--- src/rtl/fetch_pkg.sv ---
// Shared types and defaults for the instruction fetch stage.
package fetch_pkg;

  localparam int AW_DEF  = 20;
  localparam int DW_DEF  = 20;
  localparam int OPW_DEF = 4;
  localparam logic [OPW_DEF-1:0] HALT_OP_DEF = 4'hF;

  typedef enum logic [2:0] {
    S_IDLE,
    S_REQ,
    S_WAIT,
    S_VALID,
    S_HALT
  } fetch_state_e;

  // Opcode lives in the top OPW bits of an instruction word.
  function automatic logic [OPW_DEF-1:0] opcode_of(input logic [DW_DEF-1:0] word);
    return word[DW_DEF-1 -: OPW_DEF];
  endfunction

endpackage

--- src/rtl/instr_fetch.sv ---
// Fetch stage: owns the PC, drives the program ROM, and hands instructions
// to decode over valid/ready. Stops on a halt opcode until redirected.
module instr_fetch
  import fetch_pkg::*;
#(
  parameter int AW  = AW_DEF,
  parameter int DW  = DW_DEF,
  parameter int OPW = OPW_DEF,
  parameter logic [OPW-1:0] HALT_OP  = OPW'(HALT_OP_DEF),
  parameter logic [AW-1:0]  RESET_PC = '0,
  parameter int CW  = 16
) (
  input  logic          clk,
  input  logic          rst_n,
  input  logic          start,
  output logic          rom_load,
  output logic [AW-1:0] rom_addr,
  input  logic [DW-1:0] rom_data,
  output logic [DW-1:0] instr,
  output logic [AW-1:0] instr_pc,
  output logic          instr_valid,
  input  logic          instr_ready,
  input  logic          redirect_valid,
  input  logic [AW-1:0] redirect_addr,
  output logic          halted,
  output logic [CW-1:0] fetch_count,
  output fetch_state_e  dbg_state
);

  // Handshake: a transfer to decode happens on a rising edge where
  // instr_valid && instr_ready; instr/instr_pc are held stable until then.

  fetch_state_e  state_q;
  logic [AW-1:0] pc_q;
  logic [DW-1:0] ir_q;
  logic [AW-1:0] ipc_q;
  logic          valid_q;
  logic [CW-1:0] count_q;

  always_ff @(posedge clk or negedge rst_n) begin
    if (!rst_n) begin
      state_q <= S_IDLE;
      pc_q    <= RESET_PC;
      ir_q    <= '0;
      ipc_q   <= '0;
      valid_q <= 1'b0;
      count_q <= '0;
    end else begin
      case (state_q)
        S_IDLE: begin
          if (start) begin
            if (redirect_valid) pc_q <= redirect_addr;
            state_q <= S_REQ;
          end
        end
        S_REQ: begin
          if (redirect_valid) pc_q <= redirect_addr;
          else                state_q <= S_WAIT;
        end
        S_WAIT: begin
          // A redirect drops the word the ROM is returning for the old pc.
          if (redirect_valid) begin
            pc_q    <= redirect_addr;
            state_q <= S_REQ;
          end else begin
            ir_q    <= rom_data;
            ipc_q   <= pc_q;
            pc_q    <= pc_q + AW'(1);
            valid_q <= 1'b1;
            state_q <= S_VALID;
          end
        end
        S_VALID: begin
          if (instr_ready) begin
            count_q <= count_q + CW'(1);
            valid_q <= 1'b0;
          end
          if (redirect_valid) begin
            valid_q <= 1'b0;
            pc_q    <= redirect_addr;
            state_q <= S_REQ;
          end else if (instr_ready) begin
            state_q <= (ir_q[DW-1 -: OPW] == HALT_OP) ? S_HALT : S_REQ;
          end
        end
        S_HALT: begin
          if (redirect_valid) begin
            pc_q    <= redirect_addr;
            state_q <= S_REQ;
          end
        end
        default: state_q <= S_IDLE;
      endcase
    end
  end

  assign rom_load    = (state_q == S_REQ);
  assign rom_addr    = pc_q;
  assign instr       = ir_q;
  assign instr_pc    = ipc_q;
  assign instr_valid = valid_q;
  assign halted      = (state_q == S_HALT);
  assign fetch_count = count_q;
  assign dbg_state   = state_q;

endmodule
--- config.mk ---
export PLATFORM = sky130hd
export DESIGN_NAME = instr_fetch
export DESIGN_NICKNAME = d
export VERILOG_FILES = /design/src/rtl/fetch_pkg.sv /design/src/rtl/instr_fetch.sv
export SDC_FILE = /design/constraint.sdc
export NUM_CORES = 1
export LEC_CHECK = 0
export BUFFER_PORTS_ARGS = -buffer_cell sky130_fd_sc_hd__buf_2
export CORE_AREA = 2 2 103 129
export DETAILED_ROUTE_END_ITERATION = 6
export DIE_AREA = 0 0 105 131
export SYNTH_ARGS = -nofsm -noshare
export SYNTH_HDL_FRONTEND = slang
export SYNTH_SLANG_ARGS = --single-unit
--- constraint.sdc ---
create_clock -name clk -period 2 [get_ports clk]
set_input_delay 0.3 -clock clk [delete_from_list [all_inputs] [get_ports clk]]
set_output_delay 0.3 -clock clk [all_outputs]
set_load 0.01 [all_outputs]
==> metrics.csv, run 1 <==
metric;value;unit
number of global-route vias before repair;3367;
initial antenna violation count;0;
Initial Utilization;0.294;
post-synthesis simple-gate area fraction;0.274;
CTS root buf;clkbuf_16;
layout cells sized above 1;0.313;
worst min path class;in2reg;
grt total ovfl;0;
status;finished, final reports clean;
register area share after synthesis;0.543;
CORE AREA;12500;sq um
Post-Syn Area per Cell;9.05;sq um
CTS tree;done;
Startpoint Class;flop;
kind of critical path;reg2reg;
main combinational cell family by area after synthesis;simple AND/OR/NAND/NOR gates;
Die Ht;131;um
PortBufs;126;
f_max;558;MHz
drt first pass iters;4;
RSZ-0062 raised after global routing;false;
Detailed Place HPWL;7670;um
Worst R2R Path Depth;5;
Synth Flop Type;dfrtp_1;
min cycle time layout;1790;ps
Final ANT Viol Nets;0;
VDD IR max;0.464;mV
Max-Slew Margin vs Limit;0.650;
Synth async-reset ratio;1.00;
Max Slew Vio Count;0;
grt met2 use;0.263;
worst-path fanout max;13;
MaxCap Viol Count;0;
critical path arrival;2060;ps
# IOs;127;
die width;105;um
Post-Layout Inst Area;4900;sq um
EDFF count, synth;0;
Routed wire per std cell;14.6;um
Setup violations, final;0;
Via Count;3414;
Fin. Hold Viols;0;
die area;13800;sq um
Yosys cell types;39;
htree depth;3;
Compound-Gate Fraction of Synth Area;0.101;
Worst Max-Slew Pin Slew;520;ps
final net count;588;
FP Rows;46;
Vias/cell;4.78;
clk_lat worst skew;340;ps
total power;7170;uW
Mapped Nets;454;
Critical Path Sink Type;flop;
area delta synth->final;33.0;%
# diodes;0;
pwr/cell area;1460;nW/um^2
largest net degree at the start of global routing;47;
Worst-path clk slew;60;ps
Tot GR Track Use;0.156;
P_leak;0.00256;uW
CTS max path bufs;2;
Worst Hold Depth;3;
Synth Area in XOR/XNOR;0.0380;
GRT met3 Usage;0.0402;
Synth Register Bits;80;
first-pass GRT wire length;17100;um
area of the mapped netlist;3680;sq um
# DRC;0;
Yosys Warn Count;0;
Period Utilization, post-route;0.896;
Post-Place Cell Area;4590;sq um
Synth Area in Adders;0.00679;
Num CTS Buffers;9;
Cells after Synth;407;
mux contribution to synthesized area;0.00306;
met1 Resource Use GR;0.193;
WP data required;2260;ps
final core utilization;0.391;
Sink Count;80;
final WL;10400;um
initial drt markers;208;
Worst Clk Skew;4.92;ps
Sum Neg Setup Slack;0;ps
grt peak-use layer;met2;
routability cong.;0.826;
[critical path, cell delays in order (launching register included)]
cell and delay [ps]:
dfrtp_1 460, and2b_1 390, o31a_1 360, buf_4 280, a21oi_1 100, a21oi_1 120
[timing repair]
item / 4_1_cts / 5_1_grt
hold buffers: 1 / 0
buffers inserted: 0 / 0
setup endpoints to repair: 0 / 1
hold endpoints to repair: 13 / 0
gates resized for setup: 0 / 1
[final timing paths]
path	from	end	slack [ps]
max	dbg_state[2]$_DFFE_PN0P_	rom_addr[2]$_DFFE_PN0P_	210
min	rom_data[18]	instr[18]$_DFFE_PN0N_	150
max reg2reg	dbg_state[2]$_DFFE_PN0P_	rom_addr[2]$_DFFE_PN0P_	210
min reg2reg	instr_pc[10]$_DFFE_PN0N_	instr_pc[10]$_DFFE_PN0N_	470
max in group asynchronous	rst_n	instr[1]$_DFFE_PN0N_	1100
min in group asynchronous	rst_n	instr[14]$_DFFE_PN0N_	370
[layer usage]
layer / up-vias / routed length, um
met3: 13 / 502
met5: - / 0
li1: 1658 / -
met4: 0 / 174
met1: 1660 / 4370
met2: 83 / 5370
[final cells by class]
cell class | count | area [sq um]
Clock buffer | 10 | 239
Clock inverter | 6 | 58.8
Fill cell | 1334 | 7650
Inverter | 3 | 11.3
Multi-Input combinational cell | 300 | 1570
Sequential cell | 80 | 2000
Tap cell | 168 | 210
Timing Repair Buffer | 147 | 806
[logic make-up (layout without fill, tap and decap cells)]
group,Yosys count,after routing
flops,80,80
buf+inv,27,166
fa+ha+maj,2,2
simple gates,219,219
xor+xnor,16,16
mux,1,1
compound gates,62,62
[state kept, by name, indices dropped and copies added (netlist names)]
name / flops
dbg_state: 3
instr: 20
instr_valid: 1
instr_pc: 20
rom_addr: 20
fetch_count: 16
[stage by stage]
stage	std cells	setup WS (ps)	hold WS, ps
floorplan	407	314	4.41
global placement	697	256	173
detailed placement	697	231	176
CTS	714	179	140
global route	714	34.6	148
finish	714	208	147
[synth_stat cells (all sizes together), types with 2 or more instances]
cell type	n	area, sq um
and4b	2	20.0
a31oi	3	18.8
buf	14	71.3
clkbuf	10	40.0
inv	3	11.3
a22oi	3	22.5
nor3b	2	15.0
o22ai	6	37.5
ha	2	25.0
nand4	12	103
a2bb2oi	7	61.3
xnor2	12	105
nand3	23	115
nor2	16	60.1
or3	2	12.5
a21oi	18	90.1
and4	3	26.3
nor3	3	26.3
o21ai	20	100
xor2	4	35.0
nand2	138	518
dfrtp	80	2000
and2	3	18.8
and3	8	50.1
nor4	5	31.3
[where the power goes]
group | total, uW | internal [uW] | switching, uW
clock network | 1640 | 993 | 649
logic | 2690 | 1140 | 1550
registers | 2830 | 2260 | 578
total | 7170 | 4390 | 2780
[layout by cell type, fill, tap and decap left out, types with 3 or more instances in the layout]
master | Yosys | layout
a21oi_1 | 18 | 18
and3_1 | 8 | 8
and4_1 | 3 | 3
o22ai_1 | 6 | 6
a2bb2oi_1 | 7 | 7
nor2_1 | 16 | 16
buf_2 | 9 | 125
clkbuf_16 | 0 | 9
clkinv_2 | 0 | 4
nand2_1 | 138 | 137
nand4_1 | 9 | 9
xnor2_1 | 12 | 12
a22oi_1 | 3 | 3
buf_4 | 2 | 20
inv_1 | 3 | 3
dfrtp_1 | 80 | 80
xor2_1 | 4 | 4
nor4_1 | 5 | 5
nand3_1 | 23 | 23
a31oi_1 | 3 | 3
o21ai_0 | 20 | 20
No activity file was read; power rests on OpenSTA's default activity.
==> run 2, diff against run 1 <==
--- a/config.mk
+++ b/config.mk
@@ -6,9 +6,12 @@
 export NUM_CORES = 1
 export LEC_CHECK = 0
 export BUFFER_PORTS_ARGS = -buffer_cell sky130_fd_sc_hd__buf_2
+export CELL_PAD_IN_SITES_DETAIL_PLACEMENT = 0
+export CELL_PAD_IN_SITES_GLOBAL_PLACEMENT = 1
 export CORE_AREA = 2 2 103 129
 export DETAILED_ROUTE_END_ITERATION = 6
 export DIE_AREA = 0 0 105 131
+export PLACE_DENSITY_LB_ADDON = 0.1
 export SYNTH_ARGS = -nofsm -noshare
 export SYNTH_HDL_FRONTEND = slang
 export SYNTH_SLANG_ARGS = --single-unit
==> run 2 against run 1 <==
  * The run now ends with negative hold slack left
  * Clock skew increased by 1.4 ps
  * First-iteration DRC count fell by 56%
  * Power grew 1.7%
  * Die area stayed put
  * Design area up 0.10%
  * Critical path type unchanged
  * Via count is 3.0% lower
  * Critical path depth did not move
  * Core utilization is essentially flat
  * Clock power up 9.8%
  * Worst hold slack got worse by 190 ps
  * Sequential share of layout area hardly changed
  * Register-to-register slack lost 30 ps
==> metrics.csv, run 2 (synthesis results as in run 1) <==
metric;value;unit;change
failing checks;negative hold slack;;
Die Ht;131;um;unchanged
total power;7290;uW;was 7170 uW
Vias/cell;4.67;;was 4.78
worst hold slack;-38.4;ps;was 147 ps
grt total ovfl;0;;unchanged
kind of critical path;reg2reg;;unchanged
Worst Clk Skew;6.34;ps;was 4.92 ps
Tot GR Track Use;0.155;;was 0.156
# IOs;127;;unchanged
WP data required;2260;ps;about the same
die width;105;um;unchanged
CTS tree;done;;unchanged
Num CTS Buffers;9;;unchanged
most common cell after layout, fill and taps aside;nand2_1;;unchanged
Setup violations, final;0;;unchanged
Sum Neg Setup Slack;0;ps;unchanged
f_max;549;MHz;was 558 MHz
most frequent CP cell;a21oi_1;;unchanged
Buf+Inv Stages, Crit Path;1;;unchanged
CP top delay family;compound AO/OA/AOI/OAI gates;;unchanged
layout cells sized above 1;0.308;;was 0.313
Sink Count;80;;unchanged
Routed wire per std cell;14.6;um;about the same
setup bufs post-CTS;0;;unchanged
VDD IR max;0.610;mV;was 0.464 mV
CP Depth;5;;unchanged
CP endpoint;rom_addr[3]$_DFFE_PN0P_;;was rom_addr[2]$_DFFE_PN0P_
pwr/cell area;1490;nW/um^2;was 1460 nW/um^2
MaxCap Viol Count;0;;unchanged
critical path arrival;2080;ps;was 2060 ps
Max-Slew Margin vs Limit;0.688;;was 0.650
Detailed Place HPWL;7150;um;was 7670 um
CORE AREA;12500;sq um;unchanged
Final ANT Viol Nets;0;;unchanged
critical-path cell list;and2b_1 > o31a_1 > buf_4 > a21oi_1 > a21oi_1;;unchanged
clk_lat worst skew;340;ps;about the same
first-pass GRT wire length;16800;um;was 17100 um
routability cong.;0.781;;was 0.826
most frequent cells in the layout;nand2_1 (137), buf_2 (125), dfrtp_1 (80), nand3_1 (23), o21ai_0 (20);;was nand2_1 (137), buf_2 (125), dfrtp_1 (80), nand3_1 (23)
status;finished, violations left;;was finished, final reports clean
Worst R2R Setup Slack;180;ps;was 210 ps
Max Slew Vio Count;0;;unchanged
# diodes;0;;unchanged
Worst-path clk slew;60;ps;about the same
die area;13800;sq um;unchanged
worst min path class;in2async;;was in2reg
CTS max path bufs;2;;unchanged
P_leak;0.00255;uW;was 0.00256 uW
Critical Path Sink Type;flop;;unchanged
RSZ-0062 raised after global routing;false;;unchanged
final WL;10400;um;about the same
worst-path fanout max;12;;was 13
Initial Utilization;0.294;;unchanged
number of global-route vias before repair;3188;;was 3367
CTS root buf;clkbuf_16;;unchanged
min cycle time layout;1820;ps;was 1790 ps
Worst R2R Path Depth;5;;unchanged
Period Utilization, post-route;0.911;;was 0.896
area delta synth->final;33.2;%;was 33.0%
Worst Max-Slew Pin Slew;468;ps;was 520 ps
R2R Path Start;dbg_state[2]$_DFFE_PN0P_;;unchanged
Fin. Hold Viols;19;;was 0
slowest stage delay, CP;460;ps;about the same
Slowest-stage cell, CP;dfrtp_1;;unchanged
initial drt markers;91;;was 208
FP Rows;46;;unchanged
htree depth;3;;unchanged
drt first pass iters;4;;unchanged
Startpoint Class;flop;;unchanged
PortBufs;126;;unchanged
final net count;584;;was 588
initial antenna violation count;1;;was 0
# DRC;0;;unchanged
# fillers;1358;;was 1334
Critical R2R Capture;rom_addr[3]$_DFFE_PN0P_;;was rom_addr[2]$_DFFE_PN0P_
largest net degree at the start of global routing;81;;was 47
Worst setup startpoint;dbg_state[2]$_DFFE_PN0P_;;unchanged
Via Count;3313;;was 3414
==> run 2: layer usage <==
layer  up-vias  track usage  share of wire
li1       1646            -              -
met3        14       0.0377          0.055
met1      1560        0.208           0.46
met2        91        0.241           0.46
met4         2       0.0659          0.018
met5         -            0         0.0011
==> run 2: worst min path at each step <==
stage / start / endpoint / cells after the start
2_1_floorplan: rst_n / dbg_state[0]$_DFFE_PN0P_ / 0
3_3_place_gp: rst_n / fetch_count[8]$_DFFE_PN0P_ / 2
3_5_place_dp: rst_n / fetch_count[8]$_DFFE_PN0P_ / 2
4_1_cts: rst_n / fetch_count[3]$_DFFE_PN0P_ / 2
5_1_grt: rst_n / dbg_state[0]$_DFFE_PN0P_ / 2
6_report: rst_n / fetch_count[8]$_DFFE_PN0P_ / 2
==> run 2: stage by stage <==
step,std cells,worst slack [ps],cell area (sq um),util
6_report,710,178,4900,0.391
5_1_grt,710,57.1,4900,0.391
3_3_place_gp,694,204,4580,0.365
3_5_place_dp,694,170,4580,0.365
4_1_cts,710,154,4900,0.391
2_1_floorplan,407,314,3680,-
==> run 2: cell type report <==
cell class	instances	area, sq um	area share
flip-flops and latches	80	2000	0.408
multi-input cells	300	1570	0.321
repair buffers	143	786	0.160
clock buffers	11	243	0.0495
well taps	168	210	0.0429
clock inverters	5	80.1	0.0163
inverters	3	11.3	0.00230
==> run 2: timing repair <==
item	4_1_cts	5_1_grt
setup endpoints to repair	0	1
resized for setup	0	1
hold buffers	0	0
==> run 2: power breakdown <==
group,switching [uW],total [uW],internal (uW)
sequential,580,2840,2260
combinational,1520,2650,1140
clock,674,1800,1130
total,2770,7290,4520
==> run 3, diff against run 2 <==
==> constraint.sdc (replaced) <==
create_clock -name clk -period 1.9 [get_ports clk]
set_input_delay 0.285 -clock clk [delete_from_list [all_inputs] [get_ports clk]]
set_output_delay 0.285 -clock clk [all_outputs]
set_load 0.01 [all_outputs]
==> run 3 against run 2 <==
  * The flow now finishes without violations
  * Worst setup slack worse by 4.5 ps
  * Sequential cell count stayed put
  * Clock skew is 1.4 ps lower
  * Register-to-register slack hardly changed
  * Combinational power is 15% higher
  * Sequential share of layout area is 0.79 points lower
  * Via count is 4.1% higher
  * Sequential power is 2% higher
  * Critical path type unchanged
  * Largest cell class unchanged
==> metrics.csv, run 3 (synthesis results as in run 1) <==
metric;value;unit;change
Max-Slew Margin vs Limit;0.655;;was 0.688
worst min path class;in2reg;;was in2async
VDD IR max;0.531;mV;was 0.610 mV
Vias/cell;4.78;;was 4.67
Final ANT Viol Nets;0;;unchanged
WP data required;2120;ps;was 2260 ps
min cycle time layout;1730;ps;was 1820 ps
Cell Count, Final, Fillers Out;721;;was 710
Num CTS Buffers;9;;unchanged
CTS max path bufs;2;;unchanged
layout cells sized above 1;0.322;;was 0.308
share of power burned in registers;0.374;;was 0.389
f_max;579;MHz;was 549 MHz
CTS root buf;clkbuf_16;;unchanged
initial antenna violation count;0;;was 1
final net count;596;;was 584
CTS tree;done;;unchanged
# DRC;0;;unchanged
Switching Power;2930;uW;was 2770 uW
Worst Max-Slew Pin Slew;517;ps;was 468 ps
Die Ht;131;um;unchanged
Net Sw Frac;0.379;;was 0.380
Post-Place Cell Area;4680;sq um;was 4580 sq um
Sink Count;80;;unchanged
# diodes;0;;unchanged
Max Slew Vio Count;0;;unchanged
combinational power share;0.395;;was 0.364
Worst Clk Skew;4.97;ps;was 6.34 ps
Worst-path clk slew;60;ps;about the same
Sum Neg Setup Slack;0;ps;unchanged
number of global-route vias before repair;3342;;was 3188
Period Utilization, post-route;0.908;;was 0.911
Fin. Hold Viols;0;;was 19
most common cell after layout, fill and taps aside;nand2_1;;unchanged
register area;2000;sq um;unchanged
largest net degree at the start of global routing;51;;was 81
area delta synth->final;35.8;%;was 33.2%
kind of critical path;reg2reg;;unchanged
first-pass GRT wire length;17300;um;was 16800 um
Int Pwr;4810;uW;was 4520 uW
part of the power in the clock network;0.231;;was 0.247
grt total ovfl;0;;unchanged
pwr/cell area;1550;nW/um^2;was 1490 nW/um^2
final WL;10600;um;was 10400 um
htree depth;3;;unchanged
Startpoint Class;flop;;unchanged
most frequent cells in the layout;nand2_1 (137), buf_2 (125), dfrtp_1 (80), buf_4 (25), nand3_1 (23);;was nand2_1 (137), buf_2 (125), dfrtp_1 (80), nand3_1 (23), o21ai_0 (20)
placed insts;705;;was 694
# IOs;127;;unchanged
die area;13800;sq um;unchanged
clk_lat worst skew;340;ps;about the same
Detailed Place HPWL;7630;um;was 7150 um
PortBufs;126;;unchanged
critical path arrival;1950;ps;was 2080 ps
Setup violations, final;0;;unchanged
status;finished, final reports clean;;was finished, violations left
routability cong.;0.745;;was 0.781
Multi-input gate area;1570;sq um;about the same
worst hold slack;133;ps;was -38.4 ps
initial drt markers;123;;was 91
RSZ-0062 raised after global routing;false;;unchanged
# fillers;1340;;was 1358
FP Rows;46;;unchanged
Post-Layout Inst Area;5000;sq um;was 4900 sq um
Initial Utilization;0.294;;unchanged
die width;105;um;unchanged
worst-path fanout max;50;;was 12
Via Count;3448;;was 3313
drt first pass iters;4;;unchanged
MaxCap Viol Count;0;;unchanged
setup bufs post-CTS;0;;unchanged
Critical Path Sink Type;flop;;unchanged
P_leak;0.00261;uW;was 0.00255 uW
Routed wire per std cell;14.7;um;was 14.6 um
CORE AREA;12500;sq um;unchanged
Tot GR Track Use;0.159;;was 0.155
-- run 3: changes by cell type in the layout (fill, tap and decap cells not counted), moves of 2 or more --
cell        before  now
buf_4           16   25
clkinvlp_4       2    0
buf_12           2    4
clkbuf_8         1    3
-- run 3: power by group through the flow --
stage	registers, uW	logic [uW]	clock network, uW
final	2890	3050	1790
after CTS	2910	3120	1840
after global routing	3000	3440	1920
after floorplan	3240	1290	0
after detailed placement	2920	3120	0
after global placement	2910	3090	0
-- run 3: per-stage QoR --
step,setup slack [ps],util,total power (uW)
after floorplan,214,-,4530
after detailed placement,191,0.373,6040
after global routing,5.17,0.399,8370
after global placement,225,0.373,5990
after CTS,176,0.399,7870
final,174,0.399,7740
-- run 3: layout make-up --
| type | instances | area share |
|---|---|---|
| Clock buffer | 12 | 0.0533 |
| Inverter | 3 | 0.00225 |
| Multi-Input combinational cell | 300 | 0.313 |
| Sequential cell | 80 | 0.400 |
| Timing Repair Buffer | 155 | 0.181 |
| Clock inverter | 3 | 0.00801 |
| Tap cell | 168 | 0.0420 |
-- run 3: final timing paths --
kind | start | slack [ps] | depth (start not counted) | endpoint
min | rom_data[14] | 130 | 3 | instr[14]$_DFFE_PN0N_
min reg2reg | instr[7]$_DFFE_PN0N_ | 470 | 2 | instr[7]$_DFFE_PN0N_
max reg2reg | dbg_state[1]$_DFFE_PN0P_ | 170 | 6 | rom_addr[4]$_DFFE_PN0P_
max in group asynchronous | rst_n | 850 | 3 | instr_pc[8]$_DFFE_PN0N_
max | dbg_state[1]$_DFFE_PN0P_ | 170 | 6 | rom_addr[4]$_DFFE_PN0P_
min in group asynchronous | rst_n | 460 | 2 | fetch_count[8]$_DFFE_PN0P_
-- run 3: worst max-delay path, stage by stage, from the launching register on --
cell and delay, ps:
dfrtp_1 470, and2b_1 290, and2_2 250, buf_12 230, nand3_1 130, o22ai_1 120
a21oi_1 80
-- run 3: per-layer routing --
layer / global-route usage / wire, um / vias to the layer above
met5: 0 / 0 / -
met4: 0.0565 / 152 / 0
met3: 0.0337 / 575 / 12
met2: 0.263 / 5010 / 99
met1: 0.207 / 4890 / 1668
li1: - / - / 1669
-- run 3: what timing repair did --
| action | CTS | global route |
|---|---|---|
| hold endpoints to repair | 35 | 0 |
| endpoints found under the setup margin | 0 | 0 |
| hold buffers | 1 | 0 |
| gates resized for setup | 0 | 0 |
